===== src/rtl/uart_cmd_ctrl.sv =====
// uart_cmd_ctrl
// Sits between the UART receiver/transmitter and the 0..9999 counter.
// Received ASCII bytes are decoded into counter controls:
//   R/r toggles the run level, C/c pulses clear, Q/q requests a report.
// A report sends the count as four ASCII decimal digits, optionally
// followed by CR LF, one byte per transmitter busy period.
//
// Ports:
//   clk           system clock
//   rst           synchronous active-high reset
//   rx_data       received byte, valid with rx_done
//   rx_done       one-cycle strobe, byte received
//   tx_busy       transmitter busy flag
//   count_val     current counter value (binary)
//   tx_start      one-cycle strobe to the transmitter
//   tx_data       byte to transmit, held until the next byte is loaded
//   o_run         counter enable level
//   o_clear       one-cycle counter clear pulse
//   o_query_busy  high while a report is in progress
//
// state   | meaning
// --------+-----------------------------------------------------------
// IDLE    | no report running; a query starts one
// LOAD    | present byte[index] on tx_data, wait for transmitter idle
// START   | raise tx_start for one cycle
// WAIT_HI | wait for the transmitter to go busy
// WAIT_LO | wait for the transmitter to finish the byte
// NEXT    | advance index or finish the report

module uart_cmd_ctrl #(
    parameter int CNT_MAX     = 9999,
    parameter bit LINE_END_EN = 1'b1
) (
    input  logic        clk,
    input  logic        rst,
    input  logic [7:0]  rx_data,
    input  logic        rx_done,
    input  logic        tx_busy,
    input  logic [13:0] count_val,
    output logic        tx_start,
    output logic [7:0]  tx_data,
    output logic        o_run,
    output logic        o_clear,
    output logic        o_query_busy
);

    typedef enum logic [2:0] {
        S_IDLE,
        S_LOAD,
        S_START,
        S_WAIT_HI,
        S_WAIT_LO,
        S_NEXT
    } state_t;

    localparam logic [13:0] CNT_MAX_V = 14'(CNT_MAX);
    localparam logic [2:0]  LAST_IDX  = LINE_END_EN ? 3'd5 : 3'd3;

    state_t      state;
    logic [2:0]  idx;
    logic [7:0]  digit_q [0:3];

    logic        cmd_r;
    logic        cmd_c;
    logic        cmd_q;
    logic [13:0] snap_v;
    logic [3:0]  d_th;
    logic [3:0]  d_hu;
    logic [3:0]  d_te;
    logic [3:0]  d_on;
    logic [7:0]  cur_byte;

    assign cmd_r = rx_done && ((rx_data == 8'h52) || (rx_data == 8'h72));
    assign cmd_c = rx_done && ((rx_data == 8'h43) || (rx_data == 8'h63));
    assign cmd_q = rx_done && ((rx_data == 8'h51) || (rx_data == 8'h71));

    // Saturate before splitting so an over-range count reports as CNT_MAX.
    assign snap_v = (count_val > CNT_MAX_V) ? CNT_MAX_V : count_val;
    assign d_th   = 4'(snap_v / 14'd1000);
    assign d_hu   = 4'((snap_v / 14'd100) % 14'd10);
    assign d_te   = 4'((snap_v / 14'd10) % 14'd10);
    assign d_on   = 4'(snap_v % 14'd10);

    always_comb begin
        cur_byte = 8'h00;
        case (idx)
            3'd0, 3'd1, 3'd2, 3'd3: cur_byte = digit_q[idx[1:0]];
            3'd4:                   cur_byte = 8'h0D;
            3'd5:                   cur_byte = 8'h0A;
            default:                cur_byte = 8'h00;
        endcase
    end

    always_ff @(posedge clk) begin
        if (rst) begin
            state        <= S_IDLE;
            idx          <= 3'd0;
            tx_start     <= 1'b0;
            tx_data      <= 8'h00;
            o_run        <= 1'b0;
            o_clear      <= 1'b0;
            o_query_busy <= 1'b0;
            for (int i = 0; i < 4; i++) digit_q[i] <= 8'h30;
        end else begin
            tx_start <= 1'b0;
            o_clear  <= 1'b0;

            // Run/clear are honoured in every state, including mid-report.
            if (cmd_r) o_run   <= ~o_run;
            if (cmd_c) o_clear <= 1'b1;

            case (state)
                S_IDLE: begin
                    if (cmd_q) begin
                        digit_q[0]   <= 8'h30 + {4'h0, d_th};
                        digit_q[1]   <= 8'h30 + {4'h0, d_hu};
                        digit_q[2]   <= 8'h30 + {4'h0, d_te};
                        digit_q[3]   <= 8'h30 + {4'h0, d_on};
                        idx          <= 3'd0;
                        o_query_busy <= 1'b1;
                        state        <= S_LOAD;
                    end
                end
                S_LOAD: begin
                    tx_data <= cur_byte;
                    if (!tx_busy) state <= S_START;
                end
                S_START: begin
                    // Re-check busy so a start can never overlap a busy transmitter.
                    if (!tx_busy) begin
                        tx_start <= 1'b1;
                        state    <= S_WAIT_HI;
                    end else begin
                        state <= S_LOAD;
                    end
                end
                S_WAIT_HI: begin
                    if (tx_busy) state <= S_WAIT_LO;
                end
                S_WAIT_LO: begin
                    if (!tx_busy) state <= S_NEXT;
                end
                S_NEXT: begin
                    if (idx == LAST_IDX) begin
                        o_query_busy <= 1'b0;
                        state        <= S_IDLE;
                    end else begin
                        idx   <= idx + 3'd1;
                        state <= S_LOAD;
                    end
                end
                default: state <= S_IDLE;
            endcase
        end
    end

endmodule


===== config.mk =====
export PLATFORM = sky130hd
export DESIGN_NAME = uart_cmd_ctrl
export DESIGN_NICKNAME = d
export VERILOG_FILES = /design/src/rtl/uart_cmd_ctrl.sv
export SDC_FILE = /design/constraint.sdc
export NUM_CORES = 1
export LEC_CHECK = 0
export CELL_PAD_IN_SITES_DETAIL_PLACEMENT = 0
export CELL_PAD_IN_SITES_GLOBAL_PLACEMENT = 1
export CORE_MARGIN = 2
export CORE_UTILIZATION = 49
export DETAILED_ROUTE_END_ITERATION = 7
export PLACE_DENSITY = 0.88
export RECOVER_POWER = 50
export SLEW_MARGIN = 40
export SYNTH_ARGS = -nofsm -noshare
export SYNTH_HDL_FRONTEND = slang
export SYNTH_SLANG_ARGS = --single-unit

===== constraint.sdc =====
create_clock -name clk -period 14.7 [get_ports clk]
set_clock_uncertainty 0.2 [all_clocks]
set_input_delay 2.94 -clock clk [delete_from_list [all_inputs] [get_ports clk]]
set_output_delay 2.94 -clock clk [all_outputs]
set_load 0.1 [all_outputs]

==> results.yml, run 1 <==
run_status:
  status: "finished clean"
timing:
  period_share_pct: 63.5
  timing.final.crit_period_ns: 9.33
  finalSetupViolations: 0
  drv_slew: 0
  whs_ns: 0.298
  hold_viol: 0
  relSlewSlack_pct: 22.6
  totalNegativeSetupSlack_ns: 0
  clock.fmax_mhz: 107
  max_slew.worst_pin.slew_ns: 1.17
  rsz0062_at_grt: "false"
placement:
  numPortBuffers: 34
  dp_hpwl_mm: 11.4
  gp_congestion: 0.894
pwr:
  swShare_pct: 50.2
  p_per_area_mw_per_mm2: 109
  p_seq_share_pct: 15.9
  peakVddDrop_mv: 0.0979
  pwr-share-comb_pct: 73.8
  p_leak_nw: 1.99
  clkPwrFrac_pct: 10.4
  p_sw_mw: 0.311
  p_int_mw: 0.309
  power_mw: 0.620
cts:
  clock_latency_ns: 0.28
  clock-root-buffer: "clkbuf_8"
  cts_max_level: 2
  cts.path.max_buffers: 2
  cts_tree: "yes"
  cts.clk_slew.worst_paths_ns: 0.07
  ctsHoldBuffers: 0
  clock_sinks: 33
  cts.repair.resized: 0
  cts_made_buffers: 5
  post_cts_buffers: 0
die:
  die_area_mm2: 0.0120
  initial_core_util_pct: 50.2
  die_w_um: 109
  die_height_um: 109
  io_pins: 38
  rows: 38
  core_area_mm2: 0.0108
yosys:
  yosysSeqAreaShare_pct: 15.1
  synth_edf_count: 16
  syn-mean-instance-area_um2: 7.56
  yosysWarnings: 0
  ys_async_sr_fraction_pct: 0
  synthCells: 720
  syn_area_mm2: 0.00545
  synth.distinct_cells: 113
  ys_ff_latch: 33
  synthFlopType: "dfxtp_1"
cells_and_area:
  drive_gt1_share_pct: 11.2
  syn2layout_area_growth_pct: 4.30
  antennaDiodeCount: 0
  fillers: 1081
  layout.nets: 746
worst_setup_path:
  crit_chain: "clkdlybuf4s50_1, buf_4, nand2_2, o41ai_2, o211ai_2, and2_1, xnor2_4, a32oi_2, xnor2_2, a211oi_2, o31a_1, o31ai_1, buf_4, inv_2, mux2i_1, a211o_1, o311ai_1, o21ai_2, a41o_1, ha_1, nor3_1, nor2_1, a221oi_1"
  r2r_start: "state[0]"
  path_buf_inv: 4
  start_kind: "input port"
  crit_slowest_cell: "xnor2_2"
  critPathKind: "in -> reg"
  critPathLaunch: "count_val[11]"
  slowest_delay_ns: 0.61
  cp_max_fo: 30
  worstPathArrival_ns: 9.21
  crit_family: "compound AO/OA/AOI/OAI gates"
  cp_common_cell: "buf_4"
  crit_path_end_kind: "flip-flop"
  worst_ep_required_time_ns: 14.58
worst_hold_path:
  min_from: "tx_data[0]"
  hp-class: "reg -> reg"
route:
  first_iter_violations: 629
  drc_errors: 0
  routed_wl_mm: 15.2
  ant_nets: 0
  vias: 5621
  wl_per_cell_um: 18.0
  via_per_inst: 6.64
  dr.pass1.iters: 5
flow_run:
  cap_violations: 0
grt:
  grt_first_pass_wirelength_mm: 24.9
  grt_pass1_vias: 5022
  track_usage_pct: 25.3
  antenna_found_initial: 0
  grt_start_max_net_pins: 31
  grt-ovfl-total: 0
-- cell usage after synthesis, types with 9 or more instances --
cell type	number	area, µm²
xnor2_1	26	228
clkbuf_1	28	105
ha_1	14	175
o21ai_0	24	120
a221oi_1	9	78.8
nand3_1	16	80.1
nand2_1	66	248
o22ai_1	13	81.3
and3_1	9	56.3
a21oi_1	52	260
buf_2	17	85.1
inv_1	17	63.8
nor3_1	27	135
nor4_1	9	56.3
nor2_1	83	312
buf_4	10	75.1
dfxtp_1	17	340
a31oi_1	10	62.6
a211oi_1	13	97.6
edfxtp_1	16	480
-- kinds of logic after synthesis --
| family | after synthesis | synth area share, % |
|---|---|---|
| other cells | 1 | 0.0689 |
| mux | 19 | 4.69 |
| compound gates | 256 | 36.9 |
| fa+ha+maj | 16 | 3.61 |
| xor+xnor | 31 | 5.47 |
| flops | 33 | 15.1 |
| buf+inv | 80 | 7.28 |
| simple gates | 284 | 26.9 |
-- layer usage --
| layer | vias up | part of all wire [%] | global-route usage, % | routed length [µm] |
|---|---|---|---|---|
| met5 | - | 0 | 0 | 0 |
| met4 | 0 | 1.4 | 4.79 | 213 |
| met3 | 21 | 7.1 | 2.67 | 1070 |
| met2 | 241 | 45 | 40.5 | 6880 |
| met1 | 2624 | 46 | 36.8 | 7050 |
| li1 | 2735 | - | - | - |
-- flip-flops by register name, indices dropped and copies added, names as in the netlist, named ones only --
name          count
idx               3
o_run             1
tx_data           5
state             3
digit_q          16
tx_start          1
o_query_busy      1
o_clear           1
-- stage by stage --
step,instances,setup WS [ns],util (%),cell area (µm²)
global route,847,4.89,52.4,5680
detailed placement,839,5.18,51.8,5610
global placement,839,4.48,52.4,5680
CTS,847,5.45,52.5,5700
finish,847,5.37,52.4,5680
floorplan,721,6.73,-,5450
-- final timing paths --
check                  endpoint  slack (ns)  cells after the start
setup / recovery  digit_q[1][2]        5.37                     23
hold / removal       tx_data[0]        0.30                      2
setup reg to reg  digit_q[1][1]       12.33                      3
hold reg to reg      tx_data[0]        0.30                      2
-- layout by cell type (no fill, tap or decap), drive strengths merged, types with 10 or more instances in the layout --
cell / count
o21ai: 29
clkbuf: 17
o211ai: 10
a31oi: 12
nor2: 83
xnor2: 28
nor3: 30
a21oi: 57
ha: 14
nand3: 19
dfxtp: 17
inv: 18
a211oi: 16
clkdlybuf4s50: 18
edfxtp: 16
a221oi: 10
nand2: 67
o22ai: 13
-- final cells by class --
type	instances	area [µm²]	area share [%]
clock buffer	6	72.6	1.28
clock inverter	2	10.0	0.176
inverter	18	67.6	1.19
multi-input combinational	608	4230	74.6
sequential	33	821	14.5
tap	140	175	3.08
timing repair buffer	40	299	5.27
-- worst register-to-register path, delay by kind of cell (launching register included) --
| kind | cells | cell delay [ns] |
|---|---|---|
| flip-flops | 1 | 0.39 |
| buffers and inverters | 1 | 0.26 |
| AND/OR/NAND/NOR | 2 | 1.14 |
-- power by group through the flow --
stage / combinational (mW) / sequential (mW) / clock (mW)
after detailed placement: 0.446 / 0.100 / 0
after floorplan: 0.364 / 0.101 / 0
after CTS: 0.449 / 0.0984 / 0.0657
after global routing: 0.507 / 0.0985 / 0.0692
after global placement: 0.432 / 0.100 / 0
final: 0.458 / 0.0984 / 0.0642
Power figures use the tool's default switching activity.
==> run 2: changes to the inputs <==
Settings changed: CORE_UTILIZATION 49 to 45, PLACE_DENSITY 0.88 to 0.82.
Clock period 14.7 ns to 9.56 ns, I/O delays scaled along.
==> run 2 against run 1 <==
  * Power up 62%
  * Sequential share of layout area down 0.34 points
  * Non-clock buffer count up 7
  * Routed wire length up 3.3%
  * Critical path depth down 1
  * Worst setup slack worse by 4.1 ns
  * Count of clock-buffer cells in the layout down 1
==> results.yml, run 2 (synthesized netlist as in run 1, its figures left out) <==
run_status:
  status: "finished clean"
cts:
  clock_latency_ns: 0.28
  clock-root-buffer: "clkbuf_16"
  cts.clk_slew.worst_paths_ns: 0.06
  cts.repair.resized: 0
  post_cts_buffers: 0
  cts_made_buffers: 5
  cts.path.max_buffers: 2
  cts_max_level: 2
  cts_tree: "yes"
  clock_sinks: 33
  ctsHoldBuffers: 0
route:
  first_iter_violations: 554
  wl_met2_mm: 7.41
  m1WireLength_mm: 7.51
  wl_per_cell_um: 18.3
  dr.pass1.iters: 5
  vias: 5617
  highest_layer: "met4"
  drc_errors: 0
  via_per_inst: 6.52
  ant_nets: 0
  routed_wl_mm: 15.7
  route.met3.wl_um: 611
timing:
  period_share_pct: 87.1
  whs_ns: 0.301
  finalSetupViolations: 0
  totalNegativeSetupSlack_ns: 0
  rsz0062_at_grt: "false"
  timing.final.crit_period_ns: 8.32
  clock.fmax_mhz: 120
  max_slew.worst_pin.slew_ns: 1.18
  hold_viol: 0
  relSlewSlack_pct: 21.9
  drv_slew: 0
die:
  rows: 40
  io_pins: 38
  die_w_um: 114
  initial_core_util_pct: 45.7
  die_height_um: 114
  die_area_mm2: 0.0130
  core_area_mm2: 0.0119
pwr:
  peakVddDrop_mv: 0.182
  p_per_area_mw_per_mm2: 173
  power_mw: 1.01
  p_leak_nw: 2.05
grt:
  grt-ovfl-total: 0
  grt_first_pass_wirelength_mm: 26.4
  grt_pass1_vias: 5177
  track_usage_pct: 24.2
  grt_start_max_net_pins: 29
  antenna_found_initial: 0
placement:
  numPortBuffers: 34
  dp_hpwl_mm: 11.8
  gp_congestion: 0.898
worst_setup_path:
  crit_path_end_kind: "flip-flop"
  slowest_delay_ns: 0.70
  critPathKind: "in -> reg"
  worst_ep_required_time_ns: 9.45
  start_kind: "input port"
  crit_chain: "clkdlybuf4s50_1, nand2_2, o41ai_2, o211ai_2, and2_1, xnor2_4, a32oi_2, xnor2_2, a211oi_2, nor4b_2, o31ai_1, buf_4, inv_2, mux2i_1, a221oi_1, nor3_1, o21ai_2, a41o_1, ha_1, nor3_1, nor2_1, a221oi_1"
  worstPathArrival_ns: 8.21
  crit_slowest_cell: "clkdlybuf4s50_1"
  cp_max_fo: 14
cells_and_area:
  layout_common_cells: "nor2_1 (83), nand2_1 (66), a21oi_1 (52), nor3_1 (27), xnor2_1 (26)"
  syn2layout_area_growth_pct: 6.85
  regMostFlops: "digit_q"
  layout.nets: 753
  antennaDiodeCount: 0
  top_regs: "digit_q: 16 flops, tx_data: 5 flops"
  final_common_cell: "nor2_1"
  drive_gt1_share_pct: 11.5
  largest_register_ffs: 16
worst_hold_path:
  hp-class: "reg -> reg"
flow_run:
  cap_violations: 0
==> run 2: changes by cell type in the layout (fill, tap and decap cells not counted), sizes merged <==
cell	change
buf	+3
clkbuf	-1
clkdlybuf4s50	+4
clkinvlp	+1
==> run 2: stage by stage <==
step	std cells	util (%)	instance area (µm²)	setup WS (ns)
3_3_place_gp	853	48.2	5740	1.11
2_1_floorplan	721	-	5450	2.62
6_report	861	48.8	5820	1.24
4_1_cts	861	49.0	5830	1.27
3_5_place_dp	853	47.8	5690	1.01
5_1_grt	861	48.8	5820	0.764
==> run 2: metal layers <==
layer / global-route usage [%] / vias to the layer above
met3: 2.23 / 17
met2: 40.6 / 146
met4: 4.07 / 0
met1: 34.4 / 2706
met5: 0 / -
li1: - / 2748
==> run 2: area by class of cell <==
class | instances | area, µm²
clock buffers | 5 | 125
clock inverters | 3 | 17.5
fillers | 1216 | 6090
inverters | 18 | 67.6
multi-input cells | 608 | 4230
flip-flops and latches | 33 | 821
well taps | 147 | 184
repair buffers | 47 | 372
==> run 2: path summary, 6_finish.rpt <==
kind / slack, ns / from / to / cells after the start
worst max-delay path: 1.24 / count_val[12] / digit_q[1][2] / 22
worst min-delay path: 0.30 / tx_data[2] / tx_data[2] / 2
worst max register to register: 7.12 / state[0] / digit_q[3][2] / 3
worst min register to register: 0.30 / tx_data[2] / tx_data[2] / 2
==> run 2: worst max-delay path: cells and delay by family <==
kind	cells	cell delay (ns)
AO/OA/AOI/OAI	9	2.09
AND/OR/NAND/NOR	6	1.58
buffers and inverters	3	1.03
XOR/XNOR	2	0.98
adder cells (fa/ha/maj)	1	0.30
multiplexers	1	0.28
==> run 2: report_power, final <==
part	internal [mW]	switching, mW	leakage [nW]	total (mW)
registers	0.151	0.000897	0.302	0.152
logic	0.277	0.423	1.67	0.700
clock network	0.0953	0.0600	0.0696	0.155
total	0.523	0.484	2.05	1.01
